### config.mk
export PLATFORM = sky130hd
export DESIGN_NAME = int_to_fp_pipe
export DESIGN_NICKNAME = d
export VERILOG_FILES = /design/src/rtl/int_to_fp_pipe.sv
export SDC_FILE = /design/constraint.sdc
export NUM_CORES = 1
export LEC_CHECK = 0
export CORE_ASPECT_RATIO = 1.25
export CORE_MARGIN = 2
export CORE_UTILIZATION = 30
export DETAILED_ROUTE_END_ITERATION = 10
export HOLD_SLACK_MARGIN = 0.08
export SYNTH_ARGS = -nofsm -noshare
export SYNTH_HDL_FRONTEND = slang
export SYNTH_SLANG_ARGS = --single-unit
### constraint.sdc
create_clock -name Clk_i -period 9 [get_ports Clk_i]
set_input_delay 2.25 -clock Clk_i [delete_from_list [all_inputs] [get_ports Clk_i]]
set_output_delay 2.25 -clock Clk_i [all_outputs]
set_load 0.02 [all_outputs]
### src/rtl/int_to_fp_pipe.sv
// Pipelined integer-to-floating-point converter: magnitude, normalise, round/pack.
// Valid/ready handshake with a single global advance; per-transaction signed and rounding mode.
module int_to_fp_pipe #(
  parameter int unsigned InWidth  = 32,
  parameter int unsigned ExpWidth = 8,
  parameter int unsigned ManWidth = 23,
  parameter int unsigned ExpBias  = 127
) (
  input  logic                         Clk_i,
  input  logic                         RstN_i,
  input  logic [InWidth-1:0]           InData_i,
  input  logic                         InSigned_i,
  input  logic                         InRndMode_i,
  input  logic                         InVal_i,
  output logic                         InReady_o,
  output logic [ExpWidth+ManWidth:0]   OutData_o,
  output logic                         OutInexact_o,
  output logic                         OutOverflow_o,
  output logic                         OutVal_o,
  input  logic                         OutReady_i
);

  localparam int unsigned PosW  = $clog2(InWidth);
  localparam int unsigned LowW  = InWidth + ManWidth + 1;
  localparam int unsigned ExpNeed = $clog2(ExpBias + InWidth + 1) + 1;
  // Exponent is carried wide enough that bias + position + carry can never wrap.
  localparam int unsigned ExpW  = (ExpWidth + 2 > ExpNeed) ? ExpWidth + 2 : ExpNeed;

  logic advance;
  assign advance   = ~OutVal_o | OutReady_i;
  assign InReady_o = advance;

  // Stage 1: sign and absolute magnitude (most-negative value maps to 2^(InWidth-1))
  logic               inNeg;
  logic [InWidth-1:0] inMag;
  logic               s1Val, s1Sign, s1Rnd;
  logic [InWidth-1:0] s1Mag;

  assign inNeg = InSigned_i & InData_i[InWidth-1];
  assign inMag = inNeg ? (~InData_i + InWidth'(1)) : InData_i;

  always_ff @(posedge Clk_i or negedge RstN_i) begin
    if (!RstN_i) begin
      s1Val  <= 1'b0;
      s1Sign <= 1'b0;
      s1Rnd  <= 1'b0;
      s1Mag  <= '0;
    end else if (advance) begin
      s1Val  <= InVal_i;
      s1Sign <= inNeg;
      s1Rnd  <= InRndMode_i;
      s1Mag  <= inMag;
    end
  end

  // Stage 2: locate MSB, left-normalise, split into mantissa / guard / sticky
  logic [PosW-1:0]    msbPos;
  logic [InWidth-1:0] normMag;
  logic [LowW-1:0]    normExt;

  always_comb begin
    msbPos = '0;
    for (int i = 0; i < InWidth; i++) begin
      if (s1Mag[i]) msbPos = PosW'(i);
    end
  end

  assign normMag = s1Mag << (PosW'(InWidth - 1) - msbPos);
  assign normExt = {normMag[InWidth-2:0], {(ManWidth + 2){1'b0}}};

  logic                s2Val, s2Sign, s2Zero, s2Rnd, s2Guard, s2Sticky;
  logic [ExpW-1:0]     s2Exp;
  logic [ManWidth-1:0] s2Man;

  always_ff @(posedge Clk_i or negedge RstN_i) begin
    if (!RstN_i) begin
      s2Val    <= 1'b0;
      s2Sign   <= 1'b0;
      s2Zero   <= 1'b0;
      s2Rnd    <= 1'b0;
      s2Guard  <= 1'b0;
      s2Sticky <= 1'b0;
      s2Exp    <= '0;
      s2Man    <= '0;
    end else if (advance) begin
      s2Val    <= s1Val;
      s2Sign   <= s1Sign;
      s2Zero   <= ~normMag[InWidth-1];
      s2Rnd    <= s1Rnd;
      s2Guard  <= normExt[InWidth];
      s2Sticky <= |normExt[InWidth-1:0];
      s2Exp    <= ExpW'(ExpBias) + ExpW'(msbPos);
      s2Man    <= normExt[LowW-1 -: ManWidth];
    end
  end

  // Stage 3: round, detect overflow after any mantissa carry, pack
  logic                roundUp, manCarry, ovf, inexact;
  logic [ManWidth-1:0] manRnd, resMan;
  logic [ExpW-1:0]     expRnd;
  logic [ExpWidth-1:0] resExp;

  assign roundUp            = ~s2Rnd & s2Guard & (s2Sticky | s2Man[0]);
  assign {manCarry, manRnd} = {1'b0, s2Man} + (ManWidth + 1)'(roundUp);
  assign expRnd             = s2Exp + ExpW'(manCarry);
  assign ovf                = ~s2Zero & (expRnd >= {{(ExpW - ExpWidth){1'b0}}, {ExpWidth{1'b1}}});
  assign inexact            = ~s2Zero & (s2Guard | s2Sticky | ovf);

  always_comb begin
    resExp = expRnd[ExpWidth-1:0];
    resMan = manRnd;
    if (s2Zero) begin
      resExp = '0;
      resMan = '0;
    end else if (ovf) begin
      resExp = s2Rnd ? {{(ExpWidth - 1){1'b1}}, 1'b0} : {ExpWidth{1'b1}};
      resMan = s2Rnd ? {ManWidth{1'b1}} : {ManWidth{1'b0}};
    end
  end

  always_ff @(posedge Clk_i or negedge RstN_i) begin
    if (!RstN_i) begin
      OutVal_o      <= 1'b0;
      OutData_o     <= '0;
      OutInexact_o  <= 1'b0;
      OutOverflow_o <= 1'b0;
    end else if (advance) begin
      OutVal_o      <= s2Val;
      OutData_o     <= {s2Sign & ~s2Zero, resExp, resMan};
      OutInexact_o  <= inexact;
      OutOverflow_o <= ovf;
    end
  end

endmodule

# Word level (Yosys, flattened, before mapping)
# Cells that the tools add are included.
[classes] addsub=5 n_mul=0 n_div=0 order_cmp=1 n_eq_ne=0 n_shift=1 n_mux=38 n_bitwise=15 reduce_logical=1
[op_table] op="$mux 5" n=30
[op_table] op="$mux 23" n=3
[op_table] op="$add 32x1->32 const B" n=1
[op_table] op="$mux 32" n=1
[op_table] op="$not 32->32" n=1
[op_table] op="$shl 32x5->32" n=1
[op_table] op="$add 23x1->24" n=1
[op_table] op="$mux 8" n=2
[op_table] op="$add 10x1->10" n=1
[op_table] op="$ge 10x8->1 const B" n=1
[op_table] op="$add 7x5->8 const A" n=1
[op_table] op="$reduce_or 7->1" n=1
[op_table] op="$and 1x1->1" n=6
[op_table] op="$sub 5x5->5 const A" n=1
[op_table] op="$not 1->1" n=4
[op_table] op="$or 1x1->1" n=4
[op_table] op="$mux 1" n=2
[word_totals] register_bits=109 latchBits=0 mem_bits_rw=0 romBits=0 input_bits=38 output_inout_bits=36 memories=0

# Depth between registers and ports, before layout
# Gate-level depths: netlist (run 1).
[logic_depth] depth_word=34 ltp_mapped=21 mapped_depth_nobuf=19

# Least setup slack after synthesis (run 1)
# OpenSTA, ideal clock, no wires.
[synth_path] path_kind="input to output" from="in OutReady_i" to="out InReady_o" arrival_time_ns=2.962 path_slack_ns=3.788 cell_stages=3 path_cell_list="nor2b_1 clkinv_1 clkbuf_1"
[synth_between] elab_chain_cells=1
[synth_lines] element="from (decl)" line="20" text="input logic OutReady_i"
[synth_lines] element="$or 1x1->1" line="30" text="assign advance = ~OutVal_o | OutReady_i;"
[synth_lines] element="to (decl)" line="15" text="output logic InReady_o,"
# No other way between the ends.

# Final worst setup path (run 1)
# Ends and elaborated chain as after synthesis.

==> impl_metrics.py, run 1 <==
metrics = {
    "setup_path": {
        "slowest_delay_ps": 570,
        "crit_start": "OutReady_i",
        "crit_chain": "clkdlybuf4s50_1 -> nor2b_4 -> buf_12 -> clkinv_1 -> clkdlybuf4s50_1",
        "required_ps": 6750,
        "cpMaxStageDelayCell": "clkdlybuf4s50_1",
        "r2r_cells": 19,
        "critPathLaunchType": "primary input",
        "critical_path_arrival_ps": 4060,
        "end_kind": "primary output",
        "worst-r2r-setup-slack_ps": 4220,
        "path_class": "in -> out",
        "worst-path-max-fanout": 149,
        "crit_path_frequent_cell": "clkdlybuf4s50_1",
        "timing.rr.end": "OutData_o[18]",
        "timing.rr.start": "s2Sticky",
    },
    "pwr": {
        "combPwrFrac": 0.519,
        "p_switching_w": 0.001177,
        "total_power_w": 0.002620,
        "power_density_nw_per_um2": 302.2,
        "power_frac_seq": 0.335,
        "swShare": 0.4494,
        "peakVddDrop_mv": 0.1232,
        "p_clk_frac": 0.145,
        "leakage_nw": 3.491,
        "p_int_w": 0.001443,
    },
    "global_routing": {
        "grt_max_degree": 150,
        "track_usage": 0.1542,
        "grt_pass1_wl_mm": 33.34,
        "gr-total-overflow": 0,
        "grt_pass1_vias": 6254,
        "antenna_found_initial": 0,
    },
    "timing": {
        "period_minus_slack_ps": 6311,
        "rsz0062_at_grt": "false",
        "hold_viol_final": 0,
        "finalSetupTns_ps": 0,
        "slew_headroom": 0.3764,
        "clock.fmax_mhz": 158.4,
        "skew_ps": 12.51,
        "setup_viol": 0,
        "worst_slew_pin_slew_ps": 935.4,
        "maxSlewViolCount": 0,
        "finalCritPeriodShare": 0.7013,
    },
    "hold_path": {
        "hold-path-endpoint": "s2Val",
        "hp-class": "reg -> reg",
        "hold_path_startpoint": "s2Val",
        "hold_path_depth": 2,
    },
    "place": {
        "gp_congestion": 0.8953,
        "placed_area_um2": 8391,
        "place_hpwl_mm": 14.61,
        "io_buffers": 73,
        "dp.cells": 1223,
    },
    "synthesis": {
        "synth_area_um2": 7488,
        "yosysSeqAreaShare": 0.3576,
        "ys_types": 80,
        "async_reset_ff_frac": 1.000,
        "ys_ff_latch": 107,
        "synth_cells": 876,
        "ys.flop_type": "dfrtp_1",
        "yosysWarnings": 0,
        "avgSynthCellArea_um2": 8.548,
        "syn_nets": 920,
        "synth-edff-count": 0,
    },
    "cells_and_area": {
        "stdcell_count": 1239,
        "fill_cells": 2596,
        "final_layout_size_suffix_gt1_frac": 0.06491,
        "area_growth_pct": 15.76,
        "fin_nets": 948,
        "multiInputGateArea_um2": 4441,
        "seq_area_um2": 2678,
        "final_common_cell": "nand2_1",
        "antenna_cells": 0,
        "fin_area_um2": 8668,
        "final_cell_mix": "nand2_1, dfrtp_1, clkdlybuf4s50_1, nor2_1, o21ai_0",
    },
    "detailed_routing": {
        "num_vias": 6520,
        "ant_nets": 0,
        "first_iter_violations": 380,
        "wirelength_mm": 20.24,
        "dr.pass1.iters": 6,
        "viasPerCell": 5.262,
        "wire_per_inst_um": 16.33,
        "drc_errors": 0,
    },
    "die": {
        "die_w_um": 145.3,
        "floorplan.initialDensity": 0.3056,
        "die_y_um": 180.6,
        "dieArea_um2": 26250,
        "rows": 64,
        "core-area_um2": 24500,
        "pin_count": 74,
    },
    "clock_network": {
        "cts_resized": 0,
        "numCtsBuffers": 9,
        "path_clk_slew_ps": 70,
        "clock-sinks": 107,
        "clk_path_buf_depth": 2,
        "clkLatencyLatePin_ps": 370,
        "h-tree-depth": 3,
        "clock-root-buffer": "clkbuf_16",
        "post_cts_buffers": 0,
        "cts_tree": "built",
        "cts_hold_buffers": 0,
    },
    "status": {
        "status": "completed",
    },
    "run": {
        "maxCapViolCount": 0,
    },
}
state kept, by name, indices dropped and copies added (netlist names):
register	cells
OutVal_o	1
s2Guard	1
s2Exp	8
OutData_o	32
s1Sign	1
s1Rnd	1
OutInexact_o	1
s2Man	23
s1Mag	32
s1Val	1
s2Rnd	1
s2Val	1
OutOverflow_o	1
s2Sticky	1
s2Zero	1
s2Sign	1
Yosys cell counts, drive strengths merged, types with 5 or more instances:
cell type | count | area [um^2]
nand2 | 157 | 589.3
dfrtp | 107 | 2678
o21ai | 67 | 357.8
nor2 | 66 | 252.7
mux2i | 52 | 545.5
a21oi | 39 | 195.2
clkbuf | 38 | 143.9
xor2 | 28 | 245.2
a22o | 27 | 236.5
buf | 27 | 187.7
xnor2 | 25 | 219.0
nand3 | 20 | 100.1
nor3 | 18 | 90.09
o31ai | 14 | 110.1
a22oi | 13 | 107.6
nand4 | 13 | 81.33
inv | 12 | 47.55
nor4 | 11 | 96.34
o211ai | 10 | 75.07
a31oi | 9 | 56.30
and2 | 8 | 50.05
nor2b | 8 | 50.05
mux2 | 7 | 82.57
a211oi | 6 | 45.04
a21o | 6 | 45.04
a221oi | 6 | 65.06
and3 | 6 | 37.54
ha | 6 | 75.07
or3 | 6 | 37.54
nand2b | 5 | 31.28
o22ai | 5 | 45.04
or4 | 5 | 41.29
power by group through the flow:
| stage | clock (W) | sequential, W | combinational [W] |
|---|---|---|---|
| after global placement | 0 | 0.000886 | 0.00134 |
| after CTS | 0.000390 | 0.000880 | 0.00136 |
| after detailed placement | 0 | 0.000891 | 0.00135 |
| final | 0.000381 | 0.000879 | 0.00136 |
| after floorplan | 0 | 0.000874 | 0.000942 |
| after global routing | 0.000412 | 0.000913 | 0.00149 |
layout make-up:
class                           instances  share of cell area
Clock buffer                           10             0.02641
Clock inverter                          6            0.005629
Inverter                               13            0.005918
Multi-Input combinational cell        691              0.5123
Sequential cell                       107              0.3089
Tap cell                              330             0.04763
Timing Repair Buffer                   82             0.09324
worst max path at each step:
stage,depth (start not counted),slack [ps],to
after global placement,5,2670,InReady_o
after detailed placement,5,2670,InReady_o
after CTS,5,2670,InReady_o
after global routing,5,2580,InReady_o
final,5,2690,InReady_o
after floorplan,3,3790,InReady_o
critical path: cells and delay by family:
kind                   cells  cell delay (ps)
buffers and inverters      4             1630
AND/OR/NAND/NOR            1              140
cell families (layout without fill, tap and decap cells):
logic type	after synthesis	count (layout)	share of synthesized area
AO/OA/AOI/OAI	241	241	0.2272
XOR/XNOR	53	53	0.06199
multiplexers	60	60	0.08688
adder cells (fa/ha/maj)	6	6	0.01002
flip-flops	107	107	0.3576
AND/OR/NAND/NOR	331	331	0.2052
buffers and inverters	78	111	0.05113
routing by layer:
metal,global-route usage,vias up,share of wire
met1,0.1973,3065,0.43
met5,0,-,0
met3,0.02152,39,0.050
li1,-,3232,-
met2,0.2652,184,0.49
met4,0.05569,0,0.022
stage by stage:
stage / utilization / hold slack (ps) / setup WS, ps
finish: 0.3538 / 457.5 / 2689
global route: 0.3538 / 492.5 / 2579
CTS: 0.3538 / 464.5 / 2669
detailed placement: 0.3424 / 447.7 / 2666
global placement: 0.3424 / 442.1 / 2674
floorplan: - / 430.0 / 3788
Note: power is estimated with default switching activity, not from simulation.
==> run 2, diff against run 1 <==
==> constraint.sdc (replaced) <==
create_clock -name Clk_i -period 6.05 [get_ports Clk_i]
set_input_delay 1.5125 -clock Clk_i [delete_from_list [all_inputs] [get_ports Clk_i]]
set_output_delay 1.5125 -clock Clk_i [all_outputs]
set_load 0.02 [all_outputs]
==> run 2 against run 1 <==
Against the previous run:
- global-route usage rose by 0.26 points
- die area stayed put
- wire length increased by 0.93%
- sequential share of layout area barely moved
- clock skew decreased by 6.3 ps
- final area about the same
- combinational power grew 49%
- utilization about the same
- hold slack improved by 1.9 ps
- via count hardly changed
- worst setup slack worse by 1300 ps
- critical path type is now reg -> reg
==> impl_metrics.py, run 2 (same netlist as run 1, synthesis figures left out) <==
metrics = {
    "global_routing": {
        "grt-busiest-layer": "met2",
        "antenna_found_initial": 0,
        "grt_use_met3": 0.01848,
        "use_met2": 0.2675,
        "gr-total-overflow": 0,
        "grt_max_degree": 149,
        "grt_pass1_vias": 6344,
        "use_met1": 0.2015,
        "grt_pass1_wl_mm": 33.88,
        "track_usage": 0.1568,
    },
    "setup_path": {
        "worst-path-max-fanout": 23,
        "critPathLaunchType": "register",
        "path_class": "reg -> reg",
        "required_ps": 6300,
        "critical_path_arrival_ps": 4880,
        "end_kind": "register",
    },
    "die": {
        "floorplan.initialDensity": 0.3056,
        "die_w_um": 145.3,
        "dieArea_um2": 26250,
        "pin_count": 74,
        "rows": 64,
        "die_y_um": 180.6,
        "core-area_um2": 24500,
    },
    "cells_and_area": {
        "antenna_cells": 0,
        "final_cell_mix": "nand2_1, dfrtp_1, clkdlybuf4s50_1, nor2_1, o21ai_0",
        "fill_cells": 2597,
        "area_growth_pct": 15.72,
        "multiInputGateArea_um2": 4441,
        "fin_nets": 948,
        "final_common_cell": "nand2_1",
        "seq_area_um2": 2678,
        "reg_top3": "OutData_o x32, s1Mag x32, s2Man x23",
        "final_layout_size_suffix_gt1_frac": 0.06601,
    },
    "clock_network": {
        "path_clk_slew_ps": 80,
        "clkLatencyLatePin_ps": 360,
        "cts_tree": "built",
        "cts_hold_buffers": 0,
        "clock-sinks": 107,
        "numCtsBuffers": 9,
        "clk_path_buf_depth": 2,
        "h-tree-depth": 3,
        "post_cts_buffers": 0,
        "clock-root-buffer": "clkbuf_16",
        "cts_resized": 0,
    },
    "timing": {
        "period_minus_slack_ps": 4630,
        "worst_slew_pin_slew_ps": 912.7,
        "setup_viol": 0,
        "slew_headroom": 0.3892,
        "skew_ps": 6.247,
        "hold_viol_final": 0,
        "clock.fmax_mhz": 216.0,
        "finalSetupTns_ps": 0,
        "holdWs_ps": 459.3,
        "finalCritPeriodShare": 0.7653,
        "rsz0062_at_grt": "false",
        "maxSlewViolCount": 0,
    },
    "detailed_routing": {
        "num_vias": 6522,
        "first_iter_violations": 395,
        "viasPerCell": 5.264,
        "drc_errors": 0,
        "dr.pass1.iters": 5,
        "wire_per_inst_um": 16.49,
        "ant_nets": 0,
        "wirelength_mm": 20.43,
    },
    "pwr": {
        "power_density_nw_per_um2": 450.6,
        "peakVddDrop_mv": 0.1754,
        "leakage_nw": 3.494,
    },
    "place": {
        "place_hpwl_mm": 14.72,
        "gp_congestion": 0.9286,
        "io_buffers": 73,
    },
    "status": {
        "status": "completed",
    },
    "run": {
        "maxCapViolCount": 0,
    },
    "hold_path": {
        "hp-class": "reg -> reg",
    },
}
## run 2: cell count changes in the layout (fill, tap and decap cells not counted)
cell	previous run	this run
clkbuf_1	1	0
clkinv_2	1	3
clkinv_4	1	0
## run 2: cell type report
class / instances / share of cell area
inverter: 13 / 0.005920
multi-input combinational: 691 / 0.5124
clock buffer: 9 / 0.02599
sequential: 107 / 0.3090
clock inverter: 7 / 0.005775
tap: 330 / 0.04765
timing repair buffer: 82 / 0.09327
## run 2: worst paths after layout
path / startpoint / endpoint / slack [ps] / cells past startpoint
worst min register to register: s2Val / s2Val / 460 / 2
min in group asynchronous: RstN_i / s1Mag[4] / 1210 / 1
worst max register to register: s2Man[0] / OutData_o[20] / 1420 / 20
max in group asynchronous: RstN_i / s2Man[18] / 3710 / 2
worst max-delay path: s2Man[0] / OutData_o[20] / 1420 / 20
worst min-delay path: s2Val / s2Val / 460 / 2
## run 2: layer usage
metal  up-vias  part of all wire
met2       165              0.49
li1       3236                 -
met5         -                 0
met1      3085              0.45
met3        36             0.039
met4         0             0.028
## run 2: through the flow
step / power (W) / worst slack [ps] / cell area [um^2] / utilization / instances
2_1_floorplan: 0.002701 / 1917 / 7488 / - / 876
3_3_place_gp: 0.003324 / 1542 / 8391 / 0.3424 / 1223
3_5_place_dp: 0.003342 / 1424 / 8391 / 0.3424 / 1223
4_1_cts: 0.003920 / 1386 / 8666 / 0.3537 / 1239
5_1_grt: 0.004182 / 887.6 / 8666 / 0.3537 / 1239
6_report: 0.003905 / 1420 / 8666 / 0.3537 / 1239
## run 2: worst max-delay path: stages (launching register included)
cell and delay (ps):
dfrtp_1 380, nor2_1 50, nor3b_1 180, ha_1 190
and3_1 210, and4_1 260, inv_1 70, nor3_1 240
nand4_1 250, nor2_1 250, ha_1 230, ha_1 190
and3_1 200, and3_1 210, nor2_1 70, o41ai_1 540
nand2_1 260, nor2_1 240, nor3_2 60, buf_4 230
a22o_1 200
## run 2: power breakdown
| group | switching, W | internal [W] | leakage [nW] |
|---|---|---|---|
| clock network | 0.000284 | 0.000282 | 0.134 |
| registers | 0.000340 | 0.000979 | 1.28 |
| logic | 0.00114 | 0.000883 | 2.08 |
| total | 0.00176 | 0.00214 | 3.49 |
